### src/rtl/fetch_queue_unit_pkg.sv
// Shared types and constants for the instruction fetch front end.
// Optional feature macro used by the top: FETCH_STATS_EN.
package fetch_queue_unit_pkg;

   // One buffered instruction together with the address of its successor
   typedef struct packed {
      logic [31:0] instr;
      logic [31:0] pc4;
   } fq_entry_t;

   localparam int unsigned FQ_DEPTH  = 4;
   localparam int unsigned FQ_PTR_W  = $clog2(FQ_DEPTH);
   localparam logic [31:0] FQ_PC_INC = 32'd4;

   // Pointer width for an arbitrary (power-of-two) queue depth
   function automatic int unsigned fq_ptr_w(input int unsigned depth);
      return $clog2(depth);
   endfunction

endpackage

### src/rtl/fetch_queue.sv
// Synchronous FIFO of fetched instructions: push, pop, flush, occupancy
// count, and a head read straight from the storage flops.
module fetch_queue
   import fetch_queue_unit_pkg::*;
#(
   parameter int unsigned   DEPTH = FQ_DEPTH,
   localparam int unsigned  PTR_W = fq_ptr_w(DEPTH)
) (
   input  logic             i_clk,
   input  logic             i_rst,
   input  logic             i_push,
   input  fq_entry_t        i_push_data,
   input  logic             i_pop,
   input  logic             i_flush,
   output logic [PTR_W:0]   o_count,
   output logic             o_head_valid,
   output fq_entry_t        o_head
);

   fq_entry_t        r_mem [DEPTH];
   logic [PTR_W-1:0] r_rd_ptr;
   logic [PTR_W-1:0] r_wr_ptr;
   logic [PTR_W:0]   r_count;
   logic             w_valid;
   logic             w_pop;

   assign w_valid = (r_count != '0);
   // Never pop an empty queue; overflow is prevented upstream by the credit rule
   assign w_pop   = i_pop && w_valid;

   // Storage, pointers and count; flush wins over push and pop
   always_ff @(posedge i_clk or posedge i_rst) begin
      if (i_rst) begin
         for (int i = 0; i < int'(DEPTH); i++) begin
            r_mem[i] <= '0;
         end
         r_rd_ptr <= '0;
         r_wr_ptr <= '0;
         r_count  <= '0;
      end else if (i_flush) begin
         r_rd_ptr <= '0;
         r_wr_ptr <= '0;
         r_count  <= '0;
      end else begin
         if (i_push) begin
            r_mem[r_wr_ptr] <= i_push_data;
            r_wr_ptr        <= r_wr_ptr + PTR_W'(1);
         end
         if (w_pop) begin
            r_rd_ptr <= r_rd_ptr + PTR_W'(1);
         end
         case ({i_push, w_pop})
            2'b10:   r_count <= r_count + (PTR_W + 1)'(1);
            2'b01:   r_count <= r_count - (PTR_W + 1)'(1);
            default: r_count <= r_count;
         endcase
      end
   end

   assign o_count      = r_count;
   assign o_head_valid = w_valid;
   assign o_head       = r_mem[r_rd_ptr];

endmodule

### src/rtl/fetch_queue_unit.sv
// Instruction fetch front end: sequential fetch over a ready/valid memory
// port, buffering of returned instructions, redirect on taken branches.
// Optional macro FETCH_STATS_EN adds redirect and empty-cycle counters.
module fetch_queue_unit
   import fetch_queue_unit_pkg::*;
#(
   parameter int unsigned   DEPTH    = FQ_DEPTH,
   parameter logic [31:0]   RESET_PC = 32'h0000_0000,
   localparam int unsigned  PTR_W    = fq_ptr_w(DEPTH)
) (
   input  logic        Clk,
   input  logic        Reset,
   input  logic        ID_PCSrc,
   input  logic [31:0] ID_new_PC,
   input  logic        ID_stall,
   output logic        IM_Req,
   output logic [31:0] IM_Addr,
   input  logic        IM_Ready,
   input  logic [31:0] IM_RData,
   output logic        IF_Valid,
   output logic [31:0] IF_Instruction,
   output logic [31:0] IF_PC4
`ifdef FETCH_STATS_EN
   ,
   output logic [31:0] FS_Redirects,
   output logic [31:0] FS_EmptyCycles
`endif
);

   logic [31:0] r_pc;
   logic        r_inflight;

   logic [PTR_W:0] w_count;
   logic           w_credit;
   logic           w_accept;
   logic           w_kill;
   logic           w_push;
   logic           w_pop;
   fq_entry_t      w_push_data;
   fq_entry_t      w_head;

   // Outstanding request reserves a slot so a full queue can never overflow
   assign w_credit = (32'(w_count) + 32'(r_inflight)) < DEPTH;
   assign IM_Req   = !Reset && !ID_PCSrc && w_credit;
   assign IM_Addr  = r_pc;
   assign w_accept = IM_Req && IM_Ready;

   // A redirect kills the response landing this cycle; the flush also drops it
   assign w_kill   = ID_PCSrc;
   assign w_push   = r_inflight && !w_kill;
   assign w_pop    = IF_Valid && !ID_stall && !ID_PCSrc;

   // r_pc has already stepped past the in-flight address, so it is that address + 4
   assign w_push_data = '{instr: IM_RData, pc4: r_pc};

   // Fetch PC and in-flight tracking
   always_ff @(posedge Clk or posedge Reset) begin
      if (Reset) begin
         r_pc       <= RESET_PC;
         r_inflight <= 1'b0;
      end else begin
         r_inflight <= w_accept;
         if (ID_PCSrc) begin
            r_pc <= ID_new_PC;
         end else if (w_accept) begin
            r_pc <= r_pc + FQ_PC_INC;
         end
      end
   end

   fetch_queue #(
      .DEPTH (DEPTH)
   ) u_queue (
      .i_clk        (Clk),
      .i_rst        (Reset),
      .i_push       (w_push),
      .i_push_data  (w_push_data),
      .i_pop        (w_pop),
      .i_flush      (ID_PCSrc),
      .o_count      (w_count),
      .o_head_valid (IF_Valid),
      .o_head       (w_head)
   );

   assign IF_Instruction = w_head.instr;
   assign IF_PC4         = w_head.pc4;

`ifdef FETCH_STATS_EN
   logic [31:0] r_fs_redirects;
   logic [31:0] r_fs_empty;

   // Saturating counters of redirects and decode-starved cycles
   always_ff @(posedge Clk or posedge Reset) begin
      if (Reset) begin
         r_fs_redirects <= '0;
         r_fs_empty     <= '0;
      end else begin
         if (ID_PCSrc && (r_fs_redirects != '1)) begin
            r_fs_redirects <= r_fs_redirects + 32'd1;
         end
         if (!IF_Valid && !ID_stall && (r_fs_empty != '1)) begin
            r_fs_empty <= r_fs_empty + 32'd1;
         end
      end
   end

   assign FS_Redirects   = r_fs_redirects;
   assign FS_EmptyCycles = r_fs_empty;
`endif

endmodule

### config.mk
export PLATFORM = sky130hd
export DESIGN_NAME = fetch_queue_unit
export DESIGN_NICKNAME = d
export VERILOG_FILES = /design/src/rtl/fetch_queue_unit_pkg.sv /design/src/rtl/fetch_queue.sv /design/src/rtl/fetch_queue_unit.sv
export SDC_FILE = /design/constraint.sdc
export NUM_CORES = 1
export LEC_CHECK = 0
export CAP_MARGIN = 20
export CORE_MARGIN = 2
export CORE_UTILIZATION = 50
export DETAILED_ROUTE_END_ITERATION = 7
export GPL_ROUTABILITY_DRIVEN = 0
export PLACE_DENSITY = 0.75
export SLEW_MARGIN = 20
export SYNTH_ARGS = -nofsm -noshare
export SYNTH_HDL_FRONTEND = slang
export SYNTH_HIERARCHICAL = 1
export SYNTH_SLANG_ARGS = --single-unit
### constraint.sdc
create_clock -name Clk -period 13.25 [get_ports Clk]
set_input_delay 3.3125 -clock Clk [delete_from_list [all_inputs] [get_ports Clk]]
set_output_delay 3.3125 -clock Clk [all_outputs]
set_load 0.05 [all_outputs]
# Word-level counts from Yosys, hierarchy flattened
# Cells that the tools add are included.
[totals]
register_bits = 296
input_bits = 69
out_inout_bits = 98
wordCells = 59
[op_classes]
add_sub_neg = 6
order_cmp = 4
eq_ne = 2
n_mux = 14
bitwise_logic = 3
reduce_logical = 17
[op_table]
columns = ["op", "n"]
rows = [
  ["$bwmux 256", 1],
  ["$mux 64", 3],
  ["$bmux 64 s2", 1],
  ["$demux 64 s2", 1],
  ["$mux 32", 2],
  ["$add 32x3->32 const B", 1],
  ["$logic_and 1x1->1", 8],
  ["$mux 2", 4],
  ["$ge 3x3->1 const B", 2],
  ["$not 2->3", 2],
  ["$pmux 3 s2", 1],
  ["$reduce_bool 2->1", 3],
  ["$reduce_bool 3->1", 2],
  ["$add 2x1->2 const B", 2],
  ["$add 3x1->4", 1],
  ["$lt 4x3->1 const B", 1],
  ["$add 3x1->3 const B", 1],
  ["$logic_not 1->1", 3],
  ["$lt 3x1->1 const B", 1],
  ["$mux 3", 1],
  ["$sub 3x1->3 const B", 1],
  ["$eq 2x1->1 const B", 1],
  ["$eq 2x2->1 const B", 1],
  ["$reduce_and 2->1", 1],
  ["$not 1->1", 1],
]

# Logic depth before layout (Yosys ltp)
# Gate-level depths: netlist of the first run.
[depth]
word_depth = 7
ltp_mapped = 9
ltp_nobuf = 8

# Modules after synthesis
# The synthesis of the first run kept the hierarchy.
[modules_own_cells]
columns = ["mod", "n_inst", "cells_each", "area_each_um2", "seq_area_each_um2"]
rows = [
  ["fetch_queue", 1, 668, 12771.0, 6581.3],
  ["fetch_queue_unit", 1, 241, 2024.4, 825.8],
]

# Worst setup path before layout of the first run
# Ideal clock, no wire load.
[synth_path]
path_kind = "input port to output port"
start = "input port ID_PCSrc"
end = "output port IM_Req"
arrival_time_ns = 5.179
required_time_ns = 9.938
slack_ns = 4.759
stages = 3
n_path_buf = 2
cell_sequence = "buf_6 > clkbuf_1 > nor4_1"
[synth_via]
elab_chain_len = 3
[synth_rtl]
columns = ["element", "line_no", "text"]
rows = [
  ["start, declared", "fetch_queue_unit.sv:13", "input logic ID_PCSrc,"],
  ["$logic_not 1->1", "fetch_queue_unit.sv:44", "assign IM_Req = !Reset && !ID_PCSrc && w_credit;"],
  ["$logic_and 1x1->1 (2 in a row)", "fetch_queue_unit.sv:44", ""],
  ["end, declared", "fetch_queue_unit.sv:16", "output logic IM_Req,"],
]
# Every way passes these cells.

# Final worst setup path of the first run
[layout_path]
start = "input port Reset"
end = "output port IM_Req"
[layout_via]
elab_chain_len = 3
[layout_rtl]
columns = ["element", "line_no", "text"]
rows = [
  ["start, declared", "fetch_queue_unit.sv:12", "input logic Reset,"],
  ["$logic_not 1->1 (no line)", "-", ""],
  ["$logic_and 1x1->1 (2 in a row)", "fetch_queue_unit.sv:44", ""],
]
# Every way passes these cells.

==> summary.txt, run 1 <==
Detailed routing
  • ANT nets after route: 0
  • Vias per std cell: about 5.8
  • Drt wl/cell: 22.05 um
  • DR pass1 iterations: 5
  • DRC errors left: 0
  • Routed WL: between 30 and 40 mm
  • Detailed router's first-iteration violation count: approximately 550
  • Via count: 8460

Power and ir drop
  • Pwr dens: between 100 and 150 mW/mm^2
  • Leakage: 0.008420 uW
  • Overall power: 2549 uW
  • Peak VDD IR: 0.09857 mV

STA
  • Final setup margin: around 4.9 ns
  • Clock Skews: around 0.016 ns
  • Number of setup violations in the final report: 0
  • Slew Viols, Final: 0
  • Setup TNS: 0 ns
  • Min Tclk post-route: 8.371 ns
  • Worst slew pin tran: around 1.2 ns
  • Max_slew headroom: 0.2249
  • Hold Violations, Final: 0
  • Max Freq: roughly 0.12 GHz
  • RSZ-0062 raised after global routing: no
  • Period utilization: 0.6318

Layout
  • Fillers: approximately 2100
  • Final Cell Area: around 0.017 sq mm
  • Footprint of the multi-input gates: 0.006670 sq mm
  • N_diodes: 0
  • Area grow syn2layout: 18.11%
  • Fin nets: 1140
  • Register Area: 0.007415 sq mm
  • Share of layout cells above drive strength 1: 0.3634

Placed design
  • I/O Buffers: 166
  • Dpl hpwl: 18.65 mm
  • Placed cell areas: roughly 0.016 sq mm
  • Place WS: slightly below 5 ns

Clock tree
  • CTS max path bufs: 3
  • CTS Hold Buffers Added: 0
  • Sink Count: ~300
  • Post-CTS resize count: 0
  • Clk slew on worst S/H paths: around 0.05 ns
  • CTS buffer count: 34
  • H-Tree Level Count: 2
  • Clk_lat worst skew: approximately 0.50 ns
  • Root buf cell: clkbuf_16
  • Post-CTS Setup Bufs: 0
  • CTS tree: built

Setup path
  • Startpoint types: input port
  • Max FO, Critical Path: 4
  • Worst setup EP type: output pin
  • Critical path arrival: around 5 ns
  • Data required time of the critical path: ~10 ns
  • CP Class: input port to output pin

Die
  • Die Y: approximately 180 um
  • I/O pin count: 167
  • Die Wd: roughly 180 um
  • Row count: 62
  • Starting Density: 0.5113
  • Core Region: roughly 0.029 sq mm
  • Die area: 0.03098 sq mm

Logic synthesis
  • Post-synth ARST share: 1.000
  • Seq/Total Area, Yosys: 0.5006
  • Syn_nets: just under 1000
  • Synthesized area: between 0.01 and 0.015 sq mm
  • Primary FF master, synth: dfrtp_1
  • Post-Syn Instances: slightly above 900
  • Post-synth EDFFs: 0
  • Synth warn: 6
  • Distinct cells, synth: 53
  • Syn avg cell area: ~16 sq um
  • Yosys reg bits: 296

Global route
  • Initial antenna violation count: 0
  • Residual overflow from global routing: 0
  • First-pass GRT wire length: just over 50 mm
  • Total track usage: 0.2122
  • Largest net degree at the start of global routing: 131
  • Vias in the first global route: 8951

Worst hold path
  • Worst min path class: register to register

Job
  • Max Cap Viol: 0

Status
  • Status: finished, final reports clean
-- synthesized netlist by cell type (2+ instances only) --
cell      instances  area [sq um]
dfrtp_1         296          7407
mux2_4          240          3603
mux4_2           64          1441
nand2_1          42         157.7
nor2_1           26         97.59
buf_12           25         500.5
o21ai_0          20         100.1
mux2_2           18         202.7
nand3_1          18         90.09
nand4_1          15         93.84
buf_2            11         55.05
inv_1             9         33.78
nor4_1            9         56.30
clkbuf_1          8         30.03
o211ai_1          8         60.06
a31oi_1           6         37.54
and3_1            6         37.54
o311ai_0          6         52.55
ha_1              5         62.56
nand3b_1          5         37.54
a21o_1            4         30.03
a22oi_1           4         30.03
buf_4             4         30.03
buf_6             4         45.04
nand2_8           4         80.08
nor2b_1           4         25.02
nor3_1            4         20.02
xor2_1            4         35.03
a21oi_1           3         15.01
a32oi_1           3         26.28
o311ai_1          3         26.28
xnor2_1           3         26.28
a221o_1           2         20.02
and2_1            2         12.51
buf_1             2         7.510
mux2i_1           2         20.02
o221ai_1          2         17.52
o31ai_1           2         15.01
or4b_1            2         20.02
-- layout make-up --
class	instances	area share
Timing Repair Buffer	174	0.09845
Sequential cell	296	0.4243
Inverter	10	0.003294
Tap cell	384	0.02750
Clock inverter	9	0.005728
Multi-Input combinational cell	549	0.3817
Clock buffer	49	0.05900
-- metrics by stage --
stage          hold WS, ns  instances  utilization
2_1_floorplan       0.4740        909            -
3_3_place_gp        0.4832       1413       0.5647
3_5_place_dp        0.4877       1413       0.5647
4_1_cts             0.5033       1471       0.6038
5_1_grt             0.5156       1471       0.6039
6_report            0.5004       1471       0.6039
-- registers in the layout (all words and copies together) (netlist names) --
signal            cells
u_queue/o_count       3
u_queue/r_wr_ptr      2
u_queue/r_rd_ptr      2
IM_Addr              32
u_queue/r_mem       256
r_inflight            1
-- critical path, cell delays in order --
cell,delay [ns]
clkdlybuf4s50_1,0.54
nor4_1,0.34
clkdlybuf4s50_1,0.86
-- layout by cell type, fill, tap and decap left out, drive strengths merged, types with 6 or more instances in the layout --
cell type and n:
buf 9, inv 9, o21ai 20, dfrtp 296
o211ai 8, nor4 9, nand4 15, mux2 258
clkinv 6, nand3 18, o311ai 9, nor2 27
a31oi 6, mux4 64, clkbuf 49, nand2 46
clkdlybuf4s50 165, and3 6
-- power by group --
part	switching (uW)	internal [uW]
Sequential	64.6	973
Combinational	320	249
Clock	365	578
-- layer usage --
metal	track usage	vias to the layer above	routed length, um
met5	0	-	0
li1	-	3715	-
met3	0.03704	39	1692
met4	0.05200	0	540
met2	0.3276	248	14930
met1	0.3144	4458	15260
-- path summary, 6_finish.rpt --
path / start / to / slack, ns / depth (start not counted)
min in group asynchronous: Reset / IM_Addr[14]$_DFFE_PP0P_ / 3.43 / 3
max in group asynchronous: Reset / u_queue/r_rd_ptr[0]$_DFFE_PP0P_ / 8.44 / 3
min reg2reg: u_queue/r_mem[59]$_DFFE_PP0P_ / u_queue/r_mem[59]$_DFFE_PP0P_ / 0.50 / 1
max: Reset / IM_Req / 4.88 / 3
max reg2reg: u_queue/o_count[2]$_DFFE_PP0P_ / u_queue/o_count[1]$_DFFE_PP0P_ / 10.41 / 8
min: u_queue/r_mem[59]$_DFFE_PP0P_ / u_queue/r_mem[59]$_DFFE_PP0P_ / 0.50 / 1
-- logic make-up after synthesis --
family	Yosys count	share of synthesized area
adder cells (fa/ha/maj)	6	0.005581
multiplexers	324	0.3560
AND/OR/NAND/NOR	146	0.05412
flip-flops	296	0.5006
buffers and inverters	64	0.04854
XOR/XNOR	7	0.004144
AO/OA/AOI/OAI	66	0.03095
Note: power is estimated with default switching activity, not from simulation.
==> run 2: changes to the inputs <==
clock period = 8.7 ns   (was 13.25 ns; I/O delays follow)
==> run 2 against run 1 <==
Net effect:
- sequential share of layout area shrank 0.082 points
- cell area grew 0.19%
- wire length shrank 1.4%
- critical path depth is the same
- die area is the same
- final cell count is essentially flat
- total power grew 53%
- clock skew shrank 0.0016 ns
- critical path type unchanged
- largest cell class unchanged
==> summary.txt, run 2 (synthesized netlist as in run 1, its figures left out) <==
Status
  • Status: finished, final reports clean

Die
  • Die Wd: 176.0 um (unchanged)
  • Core Region: 0.02894 sq mm (unchanged)
  • I/O pin count: 167 (unchanged)
  • Starting Density: 0.5113 (unchanged)
  • Die area: 0.03098 sq mm (unchanged)
  • Row count: 62 (unchanged)
  • Die Y: 176.0 um (unchanged)

Layout
  • Commonest non-fill, non-tap cell in the layout: dfrtp_1
  • Area grow syn2layout: 18.33%
  • Max reg flops: 256 (unchanged)
  • Commonest cells after routing, fill and taps aside: 294 x dfrtp_1, 240 x mux2_4, 165 x clkdlybuf4s50_1, 64 x mux4_2, 42 x nand2_1
  • Biggest register: u_queue/r_mem
  • Fin nets: 1141 (+0.088%)
  • Share of layout cells above drive strength 1: 0.3680 (+0.004600)
  • Final Cell Area: 0.01751 sq mm (+0.19%)

Worst hold path
  • Worst min path class: register to register
  • Worst hold path depth: 1 (unchanged)

Clock tree
  • Post-CTS resize count: 0 (unchanged)
  • Post-CTS Setup Bufs: 0 (unchanged)
  • Clk slew on worst S/H paths: 0.05 ns (about the same)
  • CTS Hold Buffers Added: 0 (unchanged)
  • Root buf cell: clkbuf_16
  • CTS max path bufs: 3 (unchanged)
  • CTS tree: built
  • Clk_lat worst skew: 0.51 ns (about the same)
  • H-Tree Level Count: 2 (unchanged)
  • CTS buffer count: 34 (unchanged)
  • Sink Count: 296 (unchanged)

Global route
  • Initial antenna violation count: 1 (+1)
  • Total track usage: 0.2131 (+0.0008965)
  • First-pass GRT wire length: 52.25 mm (+0.60%)
  • Largest net degree at the start of global routing: 74 (-44%)
  • Residual overflow from global routing: 0 (unchanged)
  • Vias in the first global route: 9070 (+1.3%)

STA
  • Hold Violations, Final: 0 (unchanged)
  • Setup TNS: 0 ns (unchanged)
  • Max_slew headroom: 0.2568 (+0.03194)
  • Slew Viols, Final: 0 (unchanged)
  • Worst slew pin tran: 1.106 ns (-0.04754 ns)
  • Period utilization: 0.6909
  • Min Tclk post-route: approximately 6.0 ns
  • Clock Skews: 0.01396 ns (-0.001574 ns)
  • Max Freq: 0.1664 GHz
  • RSZ-0062 raised after global routing: no
  • Number of setup violations in the final report: 0 (unchanged)

Setup path
  • Startpoint types: input port
  • Max FO, Critical Path: 4 (unchanged)
  • Worst setup EP type: output pin
  • Critical path arrival: 3.84 ns (-1.22 ns)
  • Data required time of the critical path: 6.53 ns (-3.41 ns)
  • CP Class: input port to output pin
  • R2R cell count: 4 (-4)

Detailed routing
  • DRC errors left: 0 (unchanged)
  • Via count: 8479 (+0.22%)
  • Routed WL: 31.98 mm (-1.4%)
  • ANT nets after route: 0 (unchanged)
  • Drt wl/cell: 21.72 um (-1.5%)
  • DR pass1 iterations: 5 (unchanged)
  • Detailed router's first-iteration violation count: 673 (+22%)
  • Vias per std cell: 5.760 (+0.16%)

Power and ir drop
  • Peak VDD IR: 0.1416 mV (+44%)
  • Leakage: 0.008439 uW (+0.23%)
  • Pwr dens: 223.2 mW/mm^2 (+53%)

Placed design
  • Placed cell areas: 0.01634 sq mm (about the same)
  • Dpl hpwl: 18.82 mm (+0.88%)
  • I/O Buffers: 166 (unchanged)

Job
  • Max Cap Viol: 0 (unchanged)
-- run 2: changes by cell type in the layout (fill, tap and decap cells not counted), sizes merged --
cell	delta
clkinv	+3
diode	+1
clkinvlp	-1
clkbuf	-3
buf	+1
inv	-1
bufinv	+1
-- run 2: critical path, stage by stage --
cell and delay [ns]:
clkdlybuf4s50_1 0.49, nor4_1 0.31, clkdlybuf4s50_1 0.85
-- run 2: final timing paths --
path / startpoint / endpoint / slack (ns)
worst max-delay path: Reset / IM_Req / 2.69
worst min-delay path: u_queue/r_mem[253]$_DFFE_PP0P_ / u_queue/r_mem[253]$_DFFE_PP0P_ / 0.50
worst max register to register: r_inflight$_DFF_PP0_ / u_queue/r_mem[233]$_DFFE_PP0P_ / 5.88
worst min register to register: u_queue/r_mem[253]$_DFFE_PP0P_ / u_queue/r_mem[253]$_DFFE_PP0P_ / 0.50
max in group asynchronous: Reset / u_queue/r_mem[232]$_DFFE_PP0P_ / 5.06
min in group asynchronous: Reset / IM_Addr[13]$_DFFE_PP0P_ / 2.22
-- run 2: final cells by class --
cell class | instances | area (sq um)
Antenna cell | 1 | 2.502
Sequential cell | 296 | 7415
Timing Repair Buffer | 175 | 1724
Inverter | 10 | 53.80
Clock buffer | 46 | 1020
Multi-Input combinational cell | 549 | 6683
Clock inverter | 11 | 130.1
Fill cell | 2153 | 11430
Tap cell | 384 | 480.5
-- run 2: stage by stage --
stage	cells	hold WS, ns	util	setup slack, ns	power, uW
floorplan	909	0.4740	-	2.484	2184
global placement	1414	0.4843	0.5648	2.731	2460
detailed placement	1414	0.4890	0.5648	2.704	2471
CTS	1471	0.5046	0.6046	2.684	3945
global route	1472	0.5085	0.6051	2.647	4060
finish	1472	0.5015	0.6051	2.689	3908
-- run 2: report_power, final --
| part | total, uW | switching, uW | internal, uW |
|---|---|---|---|
| logic | 867 | 488 | 380 |
| clock network | 1460 | 552 | 906 |
| registers | 1580 | 101 | 1480 |
-- run 2: per-layer routing --
layer	routed length [um]	share of wire	GRT usage	vias up
met5	0	0	0	-
met4	483	0.015	0.05406	0
met3	1780	0.056	0.03811	46
met2	14790	0.46	0.3206	266
met1	14920	0.47	0.3218	4463
li1	-	-	-	3704
